$ cat config.mk
export PLATFORM = sky130hd
export DESIGN_NAME = gtfwizard_0_example_gtwiz_drp_rmw_seq
export DESIGN_NICKNAME = d
export VERILOG_FILES = /design/src/rtl/gtwiz_drp_rmw_pkg.sv /design/src/rtl/gtwiz_drp_wait_timer.sv /design/src/rtl/gtfwizard_0_example_gtwiz_drp_rmw_seq.sv
export SDC_FILE = /design/constraint.sdc
export NUM_CORES = 1
export LEC_CHECK = 0
export CORE_MARGIN = 10
export CORE_UTILIZATION = 40
export CTS_CLUSTER_SIZE = 14
export DETAILED_ROUTE_END_ITERATION = 10
export PLACE_DENSITY = 0.95
export SETUP_SLACK_MARGIN = 0.2
export SYNTH_ARGS = -nofsm -noshare
export SYNTH_HDL_FRONTEND = slang
export SYNTH_HIERARCHICAL = 1
export SYNTH_SLANG_ARGS = --single-unit
$ cat constraint.sdc
create_clock -name freerun_clk_in -period 2.7 [get_ports freerun_clk_in]
set_input_delay 0.54 -clock freerun_clk_in [delete_from_list [all_inputs] [get_ports freerun_clk_in]]
set_output_delay 0.54 -clock freerun_clk_in [all_outputs]
set_load 0.03 [all_outputs]
$ cat src/rtl/gtwiz_drp_rmw_pkg.sv
// Shared types and helpers for the DRP read-modify-write sequencer.
// Holds the FSM state enum, error codes and flat-port field slicing.
package gtwiz_drp_rmw_pkg;

    typedef enum logic [2:0] {
        S_IDLE,
        S_RD,
        S_RD_WAIT,
        S_WR,
        S_WR_WAIT,
        S_VF_RD,
        S_VF_WAIT,
        S_NEXT
    } state_t;

    localparam logic [1:0] ERR_NONE    = 2'd0;
    localparam logic [1:0] ERR_TIMEOUT = 2'd1;
    localparam logic [1:0] ERR_VERIFY  = 2'd2;

    // Upper bound on any flattened cfg/drpdo bus width.
    localparam int FLAT_MAX = 2048;

    // Field i of width w moved to the LSBs; caller truncates to w bits.
    function automatic logic [FLAT_MAX-1:0] field(
        input logic [FLAT_MAX-1:0] flat,
        input int                  w,
        input int                  i
    );
        return flat >> (w * i);
    endfunction

endpackage

$ cat src/rtl/gtwiz_drp_wait_timer.sv
// Saturating wait counter for one DRP access.
// Ports: clk, rst_n, clr (restart at 0), en (count), expired (count==LIMIT).
module gtwiz_drp_wait_timer #(
    parameter int LIMIT = 1023
) (
    input  logic clk,
    input  logic rst_n,
    input  logic clr,
    input  logic en,
    output logic expired
);

    localparam int W = $clog2(LIMIT + 1);

    logic [W-1:0] cnt;

    always_ff @(posedge clk or negedge rst_n) begin
        if (!rst_n) begin
            cnt <= '0;
        end else if (clr) begin
            cnt <= '0;
        end else if (en && !expired) begin
            cnt <= cnt + 1'b1;
        end
    end

    assign expired = (cnt == W'(LIMIT));

endmodule

$ cat src/rtl/gtfwizard_0_example_gtwiz_drp_rmw_seq.sv
// DRP read-modify-write sequencer: walks a port-loaded register table on
// every channel, merging keep bits from the read value, optional verify.
// Ports: freerun clk / async rstn, start/alt_mode control, cfg_* table,
// per-channel drprdy/drpdo in, one-hot drpen/drpwe + shared addr/di out,
// busy/done status and first-error code/channel/entry.
module gtfwizard_0_example_gtwiz_drp_rmw_seq
    import gtwiz_drp_rmw_pkg::*;
#(
    parameter int   NUM_REG     = 3,
    parameter int   NUM_CH      = 1,
    parameter int   ADDR_W      = 10,
    parameter int   DATA_W      = 16,
    parameter int   TIMEOUT_CYC = 1023,
    parameter logic VERIFY_EN   = 1'b0,
    localparam int  CH_W        = (NUM_CH > 1) ? $clog2(NUM_CH) : 1,
    localparam int  IDX_W       = (NUM_REG > 1) ? $clog2(NUM_REG) : 1
) (
    input  logic                      freerun_clk_in,
    input  logic                      freerun_rstn_in,
    input  logic                      start_in,
    input  logic                      alt_mode_in,
    input  logic [NUM_REG*ADDR_W-1:0] cfg_addr_in,
    input  logic [NUM_REG*DATA_W-1:0] cfg_keep_in,
    input  logic [NUM_REG*DATA_W-1:0] cfg_data_in,
    input  logic [NUM_REG*DATA_W-1:0] cfg_alt_data_in,
    input  logic [NUM_REG-1:0]        cfg_alt_en_in,
    input  logic [NUM_CH-1:0]         drprdy_in,
    input  logic [NUM_CH*DATA_W-1:0]  drpdo_in,
    output logic [NUM_CH-1:0]         drpen_out,
    output logic [NUM_CH-1:0]         drpwe_out,
    output logic [ADDR_W-1:0]         drpaddr_out,
    output logic [DATA_W-1:0]         drpdi_out,
    output logic                      busy_out,
    output logic                      done_out,
    output logic [1:0]                err_code_out,
    output logic [CH_W-1:0]           err_ch_out,
    output logic [IDX_W-1:0]          err_idx_out
);

    localparam logic [CH_W-1:0]  LAST_CH  = CH_W'(NUM_CH - 1);
    localparam logic [IDX_W-1:0] LAST_IDX = IDX_W'(NUM_REG - 1);

    state_t             state, state_n;
    logic               start_q;
    logic               alt_q, alt_n;
    logic [CH_W-1:0]    ch, ch_n;
    logic [IDX_W-1:0]   idx, idx_n;
    logic [DATA_W-1:0]  wd_n;
    logic               busy_n, done_n;
    logic [1:0]         err_n;
    logic [CH_W-1:0]    err_ch_n;
    logic [IDX_W-1:0]   err_idx_n;
    logic               tmr_clr, expired;

    logic [FLAT_MAX-1:0] addr_flat, keep_flat, data_flat, alt_flat, do_flat;
    logic [ADDR_W-1:0]   cur_addr;
    logic [DATA_W-1:0]   cur_keep, cur_data, cur_alt, cur_do, merged;
    logic [NUM_CH-1:0]   onehot;
    logic                cur_rdy, use_alt, in_wait, start_edge;

    assign addr_flat = FLAT_MAX'(cfg_addr_in);
    assign keep_flat = FLAT_MAX'(cfg_keep_in);
    assign data_flat = FLAT_MAX'(cfg_data_in);
    assign alt_flat  = FLAT_MAX'(cfg_alt_data_in);
    assign do_flat   = FLAT_MAX'(drpdo_in);

    assign cur_addr = ADDR_W'(field(addr_flat, ADDR_W, int'(idx)));
    assign cur_keep = DATA_W'(field(keep_flat, DATA_W, int'(idx)));
    assign cur_data = DATA_W'(field(data_flat, DATA_W, int'(idx)));
    assign cur_alt  = DATA_W'(field(alt_flat, DATA_W, int'(idx)));
    assign cur_do   = DATA_W'(field(do_flat, DATA_W, int'(ch)));

    assign onehot  = NUM_CH'(1) << ch;
    // Only the active channel's ready counts; others are ignored.
    assign cur_rdy = |(drprdy_in & onehot);
    assign use_alt = alt_q & |(cfg_alt_en_in & (NUM_REG'(1) << idx));
    assign merged  = ((use_alt ? cur_alt : cur_data) & ~cur_keep)
                   | (cur_do & cur_keep);

    assign in_wait    = state inside {S_RD_WAIT, S_WR_WAIT, S_VF_WAIT};
    assign start_edge = start_in & ~start_q;

    // Outputs decode from the async-reset state, so drpen drops at once.
    assign drpen_out   = (state inside {S_RD, S_WR, S_VF_RD}) ? onehot : '0;
    assign drpwe_out   = (state == S_WR) ? onehot : '0;
    assign drpaddr_out = (state != S_IDLE) ? cur_addr : '0;

    gtwiz_drp_wait_timer #(
        .LIMIT   (TIMEOUT_CYC)
    ) u_timer (
        .clk     (freerun_clk_in),
        .rst_n   (freerun_rstn_in),
        .clr     (tmr_clr),
        .en      (in_wait),
        .expired (expired)
    );

    always_comb begin
        state_n   = state;
        alt_n     = alt_q;
        ch_n      = ch;
        idx_n     = idx;
        wd_n      = drpdi_out;
        busy_n    = busy_out;
        done_n    = done_out;
        err_n     = err_code_out;
        err_ch_n  = err_ch_out;
        err_idx_n = err_idx_out;
        tmr_clr   = 1'b0;
        unique case (state)
            S_IDLE: begin
                if (start_edge) begin
                    alt_n     = alt_mode_in;
                    done_n    = 1'b0;
                    err_n     = ERR_NONE;
                    err_ch_n  = '0;
                    err_idx_n = '0;
                    ch_n      = '0;
                    idx_n     = '0;
                    busy_n    = 1'b1;
                    state_n   = S_RD;
                end
            end
            S_RD: begin
                tmr_clr = 1'b1;
                state_n = S_RD_WAIT;
            end
            S_RD_WAIT: begin
                if (cur_rdy) begin
                    wd_n    = merged;
                    state_n = S_WR;
                end
            end
            S_WR: begin
                tmr_clr = 1'b1;
                state_n = S_WR_WAIT;
            end
            S_WR_WAIT: begin
                if (cur_rdy) begin
                    state_n = VERIFY_EN ? S_VF_RD : S_NEXT;
                end
            end
            S_VF_RD: begin
                tmr_clr = 1'b1;
                state_n = S_VF_WAIT;
            end
            S_VF_WAIT: begin
                if (cur_rdy) begin
                    // Mismatch is recorded but the walk carries on.
                    if (cur_do != drpdi_out && err_code_out == ERR_NONE) begin
                        err_n     = ERR_VERIFY;
                        err_ch_n  = ch;
                        err_idx_n = idx;
                    end
                    state_n = S_NEXT;
                end
            end
            S_NEXT: begin
                if (idx == LAST_IDX) begin
                    idx_n = '0;
                    if (ch == LAST_CH) begin
                        busy_n  = 1'b0;
                        done_n  = 1'b1;
                        state_n = S_IDLE;
                    end else begin
                        ch_n    = ch + 1'b1;
                        state_n = S_RD;
                    end
                end else begin
                    idx_n   = idx + 1'b1;
                    state_n = S_RD;
                end
            end
            default: state_n = S_IDLE;
        endcase
        // A missing drprdy aborts the whole sequence.
        if (in_wait && !cur_rdy && expired) begin
            state_n = S_IDLE;
            busy_n  = 1'b0;
            done_n  = 1'b1;
            if (err_code_out == ERR_NONE) begin
                err_n     = ERR_TIMEOUT;
                err_ch_n  = ch;
                err_idx_n = idx;
            end
        end
    end

    always_ff @(posedge freerun_clk_in or negedge freerun_rstn_in) begin
        if (!freerun_rstn_in) begin
            state        <= S_IDLE;
            start_q      <= 1'b0;
            alt_q        <= 1'b0;
            ch           <= '0;
            idx          <= '0;
            drpdi_out    <= '0;
            busy_out     <= 1'b0;
            done_out     <= 1'b0;
            err_code_out <= ERR_NONE;
            err_ch_out   <= '0;
            err_idx_out  <= '0;
        end else begin
            state        <= state_n;
            start_q      <= start_in;
            alt_q        <= alt_n;
            ch           <= ch_n;
            idx          <= idx_n;
            drpdi_out    <= wd_n;
            busy_out     <= busy_n;
            done_out     <= done_n;
            err_code_out <= err_n;
            err_ch_out   <= err_ch_n;
            err_idx_out  <= err_idx_n;
        end
    end

endmodule

; ---- Word-level counts from Yosys, hierarchy flattened
; Index checks and enable logic that the tools add are counted.
[classes]
addsub = 3
multipliers = 1
eq_ne = 17
n_shift = 7
mux = 48
n_bitwise = 9
n_reduce_logical = 23
[op_table]
columns = cell, n
row1 = right shift 48 x 6 -> 16 bit, 3
row2 = AND 16 bit, 2
row3 = 2-to-1 mux 10 bit, 3
row4 = right shift 30 x 6 -> 10 bit, 1
row5 = 2-to-1 mux 2 bit, 12
row6 = one-hot mux 3 bit (7 select lines), 1
row7 = 2-to-1 mux 1 bit, 19
row8 = 2-to-1 mux 16 bit, 1
row9 = inequality test 16 bit, 1
row10 = inverter 16 bit, 1
row11 = OR 16 bit, 1
row12 = right shift 16 x 5 -> 16 bit, 1
row13 = 2-to-1 mux 3 bit, 5
row14 = equality test 3 bit (second input constant), 4
row15 = one-hot mux 2 bit (2 select lines), 3
row16 = nonzero test 3 bit, 4
row17 = adder 10 x 1 -> 10 bit (second input constant), 1
row18 = equality test 10 bit (second input constant), 1
row19 = inequality test 3 bit (second input constant), 3
row20 = one-hot mux 1 bit (2 select lines), 4
row21 = equality test 3 x 2 -> 1 bit (second input constant), 2
row22 = AND reduction 2 bit, 3
row23 = AND reduction 3 bit, 2
row24 = OR reduction 3 bit, 2
row25 = 20 further kinds, 28
[word_totals]
regBits = 41
in_bits = 198
output_inout_bits = 35
word_cells = 120

; ---- Logic depth before layout (Yosys ltp)
; Gate-level depths: netlist of run 1.
[logic_depth]
ltp_word = 8
ltp_mapped = 8
mapped_depth_nobuf = 7

; ---- By module
; The synthesis of run 1 kept the hierarchy.
[modules_own_cells]
columns = mod, instances, cells_each, area_per_inst_um2, seq_area_each_um2
row1 = gtfwizard_0_example_gtwiz_drp_rmw_seq, 1, 387, 3084.2, 750.7
row2 = gtwiz_drp_wait_timer, 1, 56, 574.3, 250.2

; ---- Worst setup path before layout of run 1
; No wires, ideal clock.
[synth_timing]
path_type = register -> output
from = register idx[1]
to = output port drpaddr_out[0]
t_arrival_ns = 1.816
required_time_ns = 2.160
slack_ns = 0.344
stages_incl_launch_ff = 8
n_path_buf = 4
cell_sequence = dfrtp_1 buf_4 nor2b_1 buf_2 clkbuf_1 clkbuf_1 a21oi_1 nor2_1
[synth_between]
elab_chain_cells = 3
[synth_rtl]
columns = item, line
row1 = start: declaration, gtfwizard_0_example_gtwiz_drp_rmw_seq.sv:47  ; logic [IDX_W-1:0] idx, idx_n;
row2 = start signal: assignment, gtfwizard_0_example_gtwiz_drp_rmw_seq.sv:207  ; idx <= idx_n;
row3 = multiplier 3 x 2 -> 5 bit, gtwiz_drp_rmw_pkg.sv:29  ; return flat >> (w * i);
row4 = right shift 30 x 6 -> 10 bit, gtwiz_drp_rmw_pkg.sv:29
row5 = 2-to-1 mux 10 bit, gtfwizard_0_example_gtwiz_drp_rmw_seq.sv:86  ; assign drpaddr_out = (state != S_IDLE) ? cur_addr : '0;
row6 = end: declaration, gtfwizard_0_example_gtwiz_drp_rmw_seq.sv:31  ; output logic [ADDR_W-1:0] drpaddr_out,
; No other way between the ends.

; ---- Worst setup path after layout of run 1
; Ends and elaborated chain as after synthesis.

==> reports/metrics.sh, run 1 <==
STATUS='finished clean'
DETAIL_ROUTE.WIRELENGTH_UM=16400
POST-DP-HPWL_UM=13800
CTS.REPORTEDPATHS.CLKPINSLEW_NS=0.08
SETUP.WORST_PATH.END_CLASS='output pin'
CRIT_FANOUT=16
SYNTH.TOP_CELLS.BY_AREA='sky130_fd_sc_hd__dfrtp_1 27%, sky130_fd_sc_hd__mux2i_1 16%, sky130_fd_sc_hd__nor2_1 6.9%'
HP-CLASS='input pin to async pin'
CRITICAL_PATH.REG2REG.ENDPOINT='drpdi_out[5]'
LAYOUT-AREA-OVERHEAD-VS-SYNTH_PCT=68.1
WORSTSKEWPAIRLATENCY_NS=0.30
SYN_NETS=642
DIE-WIDTH_UM=116
TIMING.HOLD.WS_NS=0.287
STARTPOINT_TYPE='register'
DRC=0
RR_STARTPOINT='idx[1]'
MOST_COMMON_LIBRARY_CELL_IN_THE_LAYOUT_IGNORING_FILL_AND_TAPS='sky130_fd_sc_hd__clkdlybuf4s50_1'
REG2REG_SLACK_NS=0.42
POSTSYNTH.TOPFLOPCELL='sky130_fd_sc_hd__dfrtp_1'
LAYOUT_MIN_CYCLE_TIME_NS=2.39
TRITONCTS.NUM_BUFFERS=5
TRANSITION_TIME_AT_THE_PIN_WITH_THE_LEAST_SLEW_MARGIN_NS=0.699
FIN_SETUP_TNS_NS=0
CTS_ROOT_BUFFER='sky130_fd_sc_hd__clkbuf_8'
GRT_SETUP_UNREPAIRED='no'
SYNTH_AREA_UM2=3660
CTS-HOLD-FIX-BUFFERS=0
GRT_ANTENNA_BEFORE_REPAIR=0
DRT.ANTENNA.VIOLATING_NETS=0
SETUP_WS_NS=0.306
POWER_LEAKAGE_nW=2.31
POST-ROUTE-PERIOD-UTIL_PCT=88.7
TOPROUTINGLAYERUSED='met4'
BOUNDARYPINS=233
FINCLKSKEW_NS=0.00756
DRIVE_ABOVE_1_SHARE_PCT=10.2
GR-USAGE-ALL-LAYERS_PCT=23.0
SYNTH-WARNING-COUNT=6
SYNTH_TOP_AREA_SHARE_PCT=27.4
SYNTH_INSTANCES=443
VIAS_PER_CELL=5.58
WORST_EP_REQUIRED_TIME_NS=2.16
WORSTPATHARRIVAL_NS=1.85
SETUP_VIOLATIONS=0
IR_DROP_mV=0.748
DR.FIRST_ITER.DRC_COUNT=299
N_ANTENNA_CELL=0
P_PER_AREA_nW_PER_UM2=882
DESIGN.CORE.AREA_UM2=8810
MAX_CAPACITANCE_VIOLATION_COUNT=0
GLOBALROUTEOVERFLOWTOTAL=0
GRT_FIRST_PASS_WIRELENGTH_UM=24400
HOLD_VIOL_FINAL=0
TRITONCTS_NUM_SINKS=40
ROUTED-VIA-COUNT=4313
YOSYSSEQAREASHARE_PCT=27.4
CTS_TREE='done'
DP_WORST_SETUP_SLACK_NS=0.124
MAXIMUM_NUMBER_OF_PINS_ON_ONE_NET_BEFORE_GLOBAL_ROUTE_REPAIR=39
CRITPATHKIND='register to output pin'
DETAILROUTE.WIRELENGTH.MET3_UM=1710
FLOORPLAN.DIE_AREA_UM2=13400
CTSHTREEMAXLEVEL=2
YOSYS_REGISTER_BITS=40
FINAL-SEQ-AREA_UM2=1000
CLOCK_PATH_BUFFERS=2
GP_CONGESTION=0.909
NUMBER_OF_ENABLE_TYPE_REGISTER_CELLS_IN_THE_SYNTHESIZED_NETLIST=0
SLEW_VIOLATIONS=0
MET1_LENGTH_UM=6190
PORT_BUFFERS=232
MAX_SLEW_HEADROOM_PCT=53.4
FINAL_NETS=863
FILLCELLCOUNT=657
SYN_AVG_CELL_AREA_UM2=8.26
WL_MET2_UM=8160
MAX_FREQ_MHz=418
NETLIST.TOP_CELL.BY_AREA='sky130_fd_sc_hd__dfrtp_1'
INITIAL_UTILIZATION_PCT=41.5
NETLIST-CELL-TYPE-COUNT=52
NUMBER_OF_GLOBAL_ROUTE_VIAS_BEFORE_REPAIR=4386
ASYNCSETRESETFLOPFRACSYNTH_PCT=100
DIE-HEIGHT_UM=116
AVGROUTEDWIREPERCELL_UM=21.2
PLACEMENTROWS=34
MOST-COMMON-LAYOUT-CELLS='220 x sky130_fd_sc_hd__clkdlybuf4s50_1, 67 x sky130_fd_sc_hd__nor2_1, 60 x sky130_fd_sc_hd__mux2i_1'
DR.PASS1.ITERS=5
AREA_OF_COMBINATIONAL_CELLS_WITH_MULTIPLE_INPUTS_UM2=2510
R2R_WORST_PATH_DEPTH=7
## power by group
part           switching, mW  internal [mW]  total [mW]  leakage (nW)
Sequential             0.312          0.826        1.14         0.487
Combinational           2.16           1.71        3.87          1.77
Clock                  0.217          0.204       0.421        0.0510
Total                   2.69           2.74        5.42          2.31
## cell usage after synthesis (all sizes together), types with 2 or more instances
master and n:
nor2 68, mux2i 60, dfrtp 40, nand2 40, a21oi 33, nor3 19
xnor2 19, clkbuf 18, a211oi 17, mux2 17, o22ai 17, nor3b 16
buf 13, nand4 10, nand3 7, inv 4, o21ai 4, xor2 4
nand2b 3, nor4 3, o31ai 3, or3 3, a21boi 2, a22o 2
and3 2, and4 2, nor2b 2, o21bai 2, or2 2
## kinds of logic (layout without fill, tap and decap cells)
kind of cell | Yosys count | after routing | share of synthesized area, %
compound gates | 86 | 86 | 16.6
xor+xnor | 23 | 23 | 5.51
fa+ha+maj | 1 | 1 | 0.342
buf+inv | 35 | 257 | 4.21
mux | 77 | 77 | 21.6
simple gates | 181 | 181 | 24.4
flops | 40 | 40 | 27.4
## state kept, by name, indices dropped and copies added (netlist names)
name / flops
start_q: 1
busy_out: 1
done_out: 1
u_timer/cnt: 10
err_ch_out: 1
err_code_out: 2
state: 3
err_idx_out: 2
alt_q: 1
drpdi_out: 16
idx: 2
## layer usage
layer  GRT usage [%]  up-vias
li1                -     2043
met1            25.4     2040
met2            40.7      207
met3            7.96       23
met4            6.92        0
met5               0        -
## worst max-delay path by stage
stage	startpoint	end	slack, ns	cells after the start
final	idx[1]	drpaddr_out[0]	0.31	6
after global routing	idx[1]	drpaddr_out[9]	0.21	6
after CTS	idx[1]	drpaddr_out[3]	0.22	5
after detailed placement	drpdo_in[10]	err_idx_out[1]	0.12	6
after global placement	drpdo_in[10]	err_idx_out[0]	0.28	6
after floorplan	idx[1]	drpaddr_out[0]	0.34	7
## cell type report
cell class	count	share of cell area, %
clock buffers	6	1.34
clock inverters	2	0.163
inverters	4	0.244
multi-input cells	368	40.8
flip-flops and latches	40	16.3
well taps	108	2.20
repair buffers	245	38.9
## what timing repair did
item,in CTS,in global routing
endpoints found under the setup margin,0,11
resized for setup,0,1
hold endpoints to repair,0,0
buffers inserted,0,1
## metrics by stage
stage	util, %	instances	power, mW	cell area [um^2]
after floorplan	-	443	3.58	3660
after global routing	69.8	773	5.76	6150
after detailed placement	68.7	764	4.99	6050
final	69.8	773	5.42	6150
after global placement	68.7	764	4.88	6050
after CTS	69.7	772	5.43	6140
## critical path, stage by stage, from the launching register on
cell and delay, ns:
sky130_fd_sc_hd__dfrtp_4 0.60, sky130_fd_sc_hd__buf_4 0.27, sky130_fd_sc_hd__mux2i_1 0.25, sky130_fd_sc_hd__nor2_1 0.07, sky130_fd_sc_hd__a21oi_1 0.14, sky130_fd_sc_hd__nor2_1 0.05, sky130_fd_sc_hd__buf_4 0.16
Power figures use the tool's default switching activity.
==> run 2: changes to the inputs <==
- CORE_UTILIZATION: 40 -> 38
- CTS_BUF_LIST: unset -> sky130_fd_sc_hd__clkbuf_4 sky130_fd_sc_hd__clkbuf_8 sky130_fd_sc_hd__clkbuf_16
- PLACE_DENSITY: 0.95 -> 0.92
- clock period: 2.7 -> 2.6 ns (I/O delays scaled with it)
==> reports/metrics.sh, run 2 (synthesis gave the netlist of run 1 again) <==
DR.FIRST_ITER.DRC_COUNT=269
TIMING.CRITICAL_PATH.SLOWEST_STAGE_CELL='sky130_fd_sc_hd__dfrtp_4'
CRIT_FANOUT=22
GRT_SETUP_UNREPAIRED='no'
WORSTPATHARRIVAL_NS=1.71
MAXIMUM_NUMBER_OF_PINS_ON_ONE_NET_BEFORE_GLOBAL_ROUTE_REPAIR=49
STARTPOINT_TYPE='register'
VIAS_PER_CELL=5.34
PORT_BUFFERS=232
PLACE_INST=787
WORST_EP_REQUIRED_TIME_NS=2.08
MOST_COMMON_LIBRARY_CELL_IN_THE_LAYOUT_IGNORING_FILL_AND_TAPS='sky130_fd_sc_hd__clkdlybuf4s50_1'
FINAL_CELLS=796
CRIT_TOP_CELL='sky130_fd_sc_hd__nor2_1'
GLOBALROUTEOVERFLOWTOTAL=0
POWER_LEAKAGE_nW=2.34
REG.LARGEST.LIST='drpdi_out: 16 flops, u_timer/cnt: 10 flops, state: 3 flops'
CTS.REPORTEDPATHS.CLKPINSLEW_NS=0.08
LAYOUT-AREA-OVERHEAD-VS-SYNTH_PCT=71.4
DETAIL_ROUTE.WIRELENGTH_UM=16400
HP-CLASS='input pin to async pin'
DESIGN.CORE.AREA_UM2=9330
GP_CONGESTION=0.908
FINAL_NETS=865
DIE-WIDTH_UM=118
AVGROUTEDWIREPERCELL_UM=20.6
MAX_SLEW_HEADROOM_PCT=67.2
POST-DP-HPWL_UM=13600
N_ANTENNA_CELL=0
SLEW_VIOLATIONS=0
TRITONCTS.NUM_BUFFERS=5
DP_WORST_SETUP_SLACK_NS=0.206
CTS_SETUP_BUFFERS=0
CP_SLOWEST_STAGE_DELAY_NS=0.51
GR-USAGE-ALL-LAYERS_PCT=21.8
MET1_USAGE_PCT=27.3
INITIAL_UTILIZATION_PCT=39.2
FLOORPLAN.DIE_AREA_UM2=14000
PLACEMENTROWS=35
DRC=0
CLOCK_PATH_BUFFERS=2
WORSTSKEWPAIRLATENCY_NS=0.29
LAYOUT_MIN_CYCLE_TIME_NS=2.23
TRITONCTS_NUM_SINKS=40
POST-ROUTE-PERIOD-UTIL_PCT=85.6
CRITPATHKIND='register to output pin'
DIE-HEIGHT_UM=118
TIMING.HOLD.WS_NS=0.182
SETUP_VIOLATIONS=0
P_PER_AREA_nW_PER_UM2=928
CTSHTREEMAXLEVEL=2
MAX_CAPACITANCE_VIOLATION_COUNT=0
TRANSITION_TIME_AT_THE_PIN_WITH_THE_LEAST_SLEW_MARGIN_NS=0.487
CTS_ROOT_BUFFER='sky130_fd_sc_hd__clkbuf_8'
NUMBER_OF_GLOBAL_ROUTE_VIAS_BEFORE_REPAIR=4506
MOST-COMMON-LAYOUT-CELLS='219 x sky130_fd_sc_hd__clkdlybuf4s50_1, 67 x sky130_fd_sc_hd__nor2_1, 60 x sky130_fd_sc_hd__mux2i_1'
PATH_CELLS='buf_16 > mux2i_1 > nor2_1 > a21oi_1 > nor2_1 > buf_4'
IR_DROP_mV=0.874
GRTUSAGEMET3_PCT=5.28
ROUTED-VIA-COUNT=4251
MAX_FREQ_MHz=449
DR.PASS1.ITERS=4
STATUS='finished clean'
FINCLKSKEW_NS=0.00822
SETUP.WORST_PATH.END_CLASS='output pin'
DRIVE_ABOVE_1_SHARE_PCT=10.6
DRT.ANTENNA.VIOLATING_NETS=0
LARGEST_REGISTER_FFS=16
GRT_ANTENNA_BEFORE_REPAIR=0
CTS_TREE='done'
HOLD_VIOL_FINAL=0
GRT_FIRST_PASS_WIRELENGTH_UM=24900
GLOBALROUTEMET2UTIL_PCT=37.8
BOUNDARYPINS=233
TOP_USAGE_LAYER='met2'
REGMOSTFLOPS='drpdi_out'
FIN_SETUP_TNS_NS=0
SETUP_WS_NS=0.374
==> run 2: changes by cell type in the layout (fill, tap and decap cells not counted), sizes merged <==
cell           before  now
clkinv              2    1
buf                24   26
clkinvlp            0    1
clkdlybuf4s50     220  219
bufinv              0    1
==> run 2: worst paths after layout <==
path	start	endpoint	slack (ns)	cells after the start
hold reg to reg	err_ch_out	err_ch_out	0.52	1
min in group freerun_clk_in	err_ch_out	err_ch_out	0.52	1
setup / recovery	idx[1]	drpaddr_out[6]	0.37	6
setup reg to reg	idx[1]	drpdi_out[11]	0.50	6
hold / removal	freerun_rstn_in	u_timer/cnt[9]	0.18	1
max in group asynchronous	freerun_rstn_in	drpdi_out[14]	1.88	2
==> run 2: layout make-up <==
class | instances | area [um^2]
Inverter | 4 | 15.0
Fill cell | 752 | 3060
Sequential cell | 40 | 1000
Multi-Input combinational cell | 368 | 2510
Tap cell | 129 | 161
Clock inverter | 3 | 42.5
Clock buffer | 5 | 68.8
Timing Repair Buffer | 247 | 2470
==> run 2: what timing repair did <==
action | CTS | global route
endpoints found under the setup margin | 0 | 2
gates resized for setup | 0 | 2
hold buffers | 0 | 0
==> run 2: critical path: cells and delay by family (launching register included) <==
kind	cells	cell delay, ns
AOI/OAI and AO/OA	1	0.13
buffers and inverters	2	0.38
DFF	1	0.51
muxes	1	0.26
and+or+nand+nor	2	0.13
==> run 2: routing by layer <==
layer	up-vias	part of all wire (%)	routed length [um]
met4	0	0.95	155
met1	1976	42	6890
met5	-	0	0
met3	12	7.6	1250
li1	2044	-	-
met2	219	49	8090
==> run 2: metrics by stage <==
stage | total power, mW | instance area [um^2] | util, %
after floorplan | 3.72 | 3660 | -
after global placement | 5.12 | 6120 | 65.7
after detailed placement | 5.24 | 6120 | 65.7
after CTS | 5.78 | 6240 | 66.9
after global routing | 6.16 | 6270 | 67.2
final | 5.82 | 6270 | 67.2
==> run 2: power breakdown <==
group / total [mW] / switching, mW / internal (mW)
Combinational: 4.14 / 2.28 / 1.85
Sequential: 1.16 / 0.298 / 0.858
Clock: 0.527 / 0.243 / 0.285
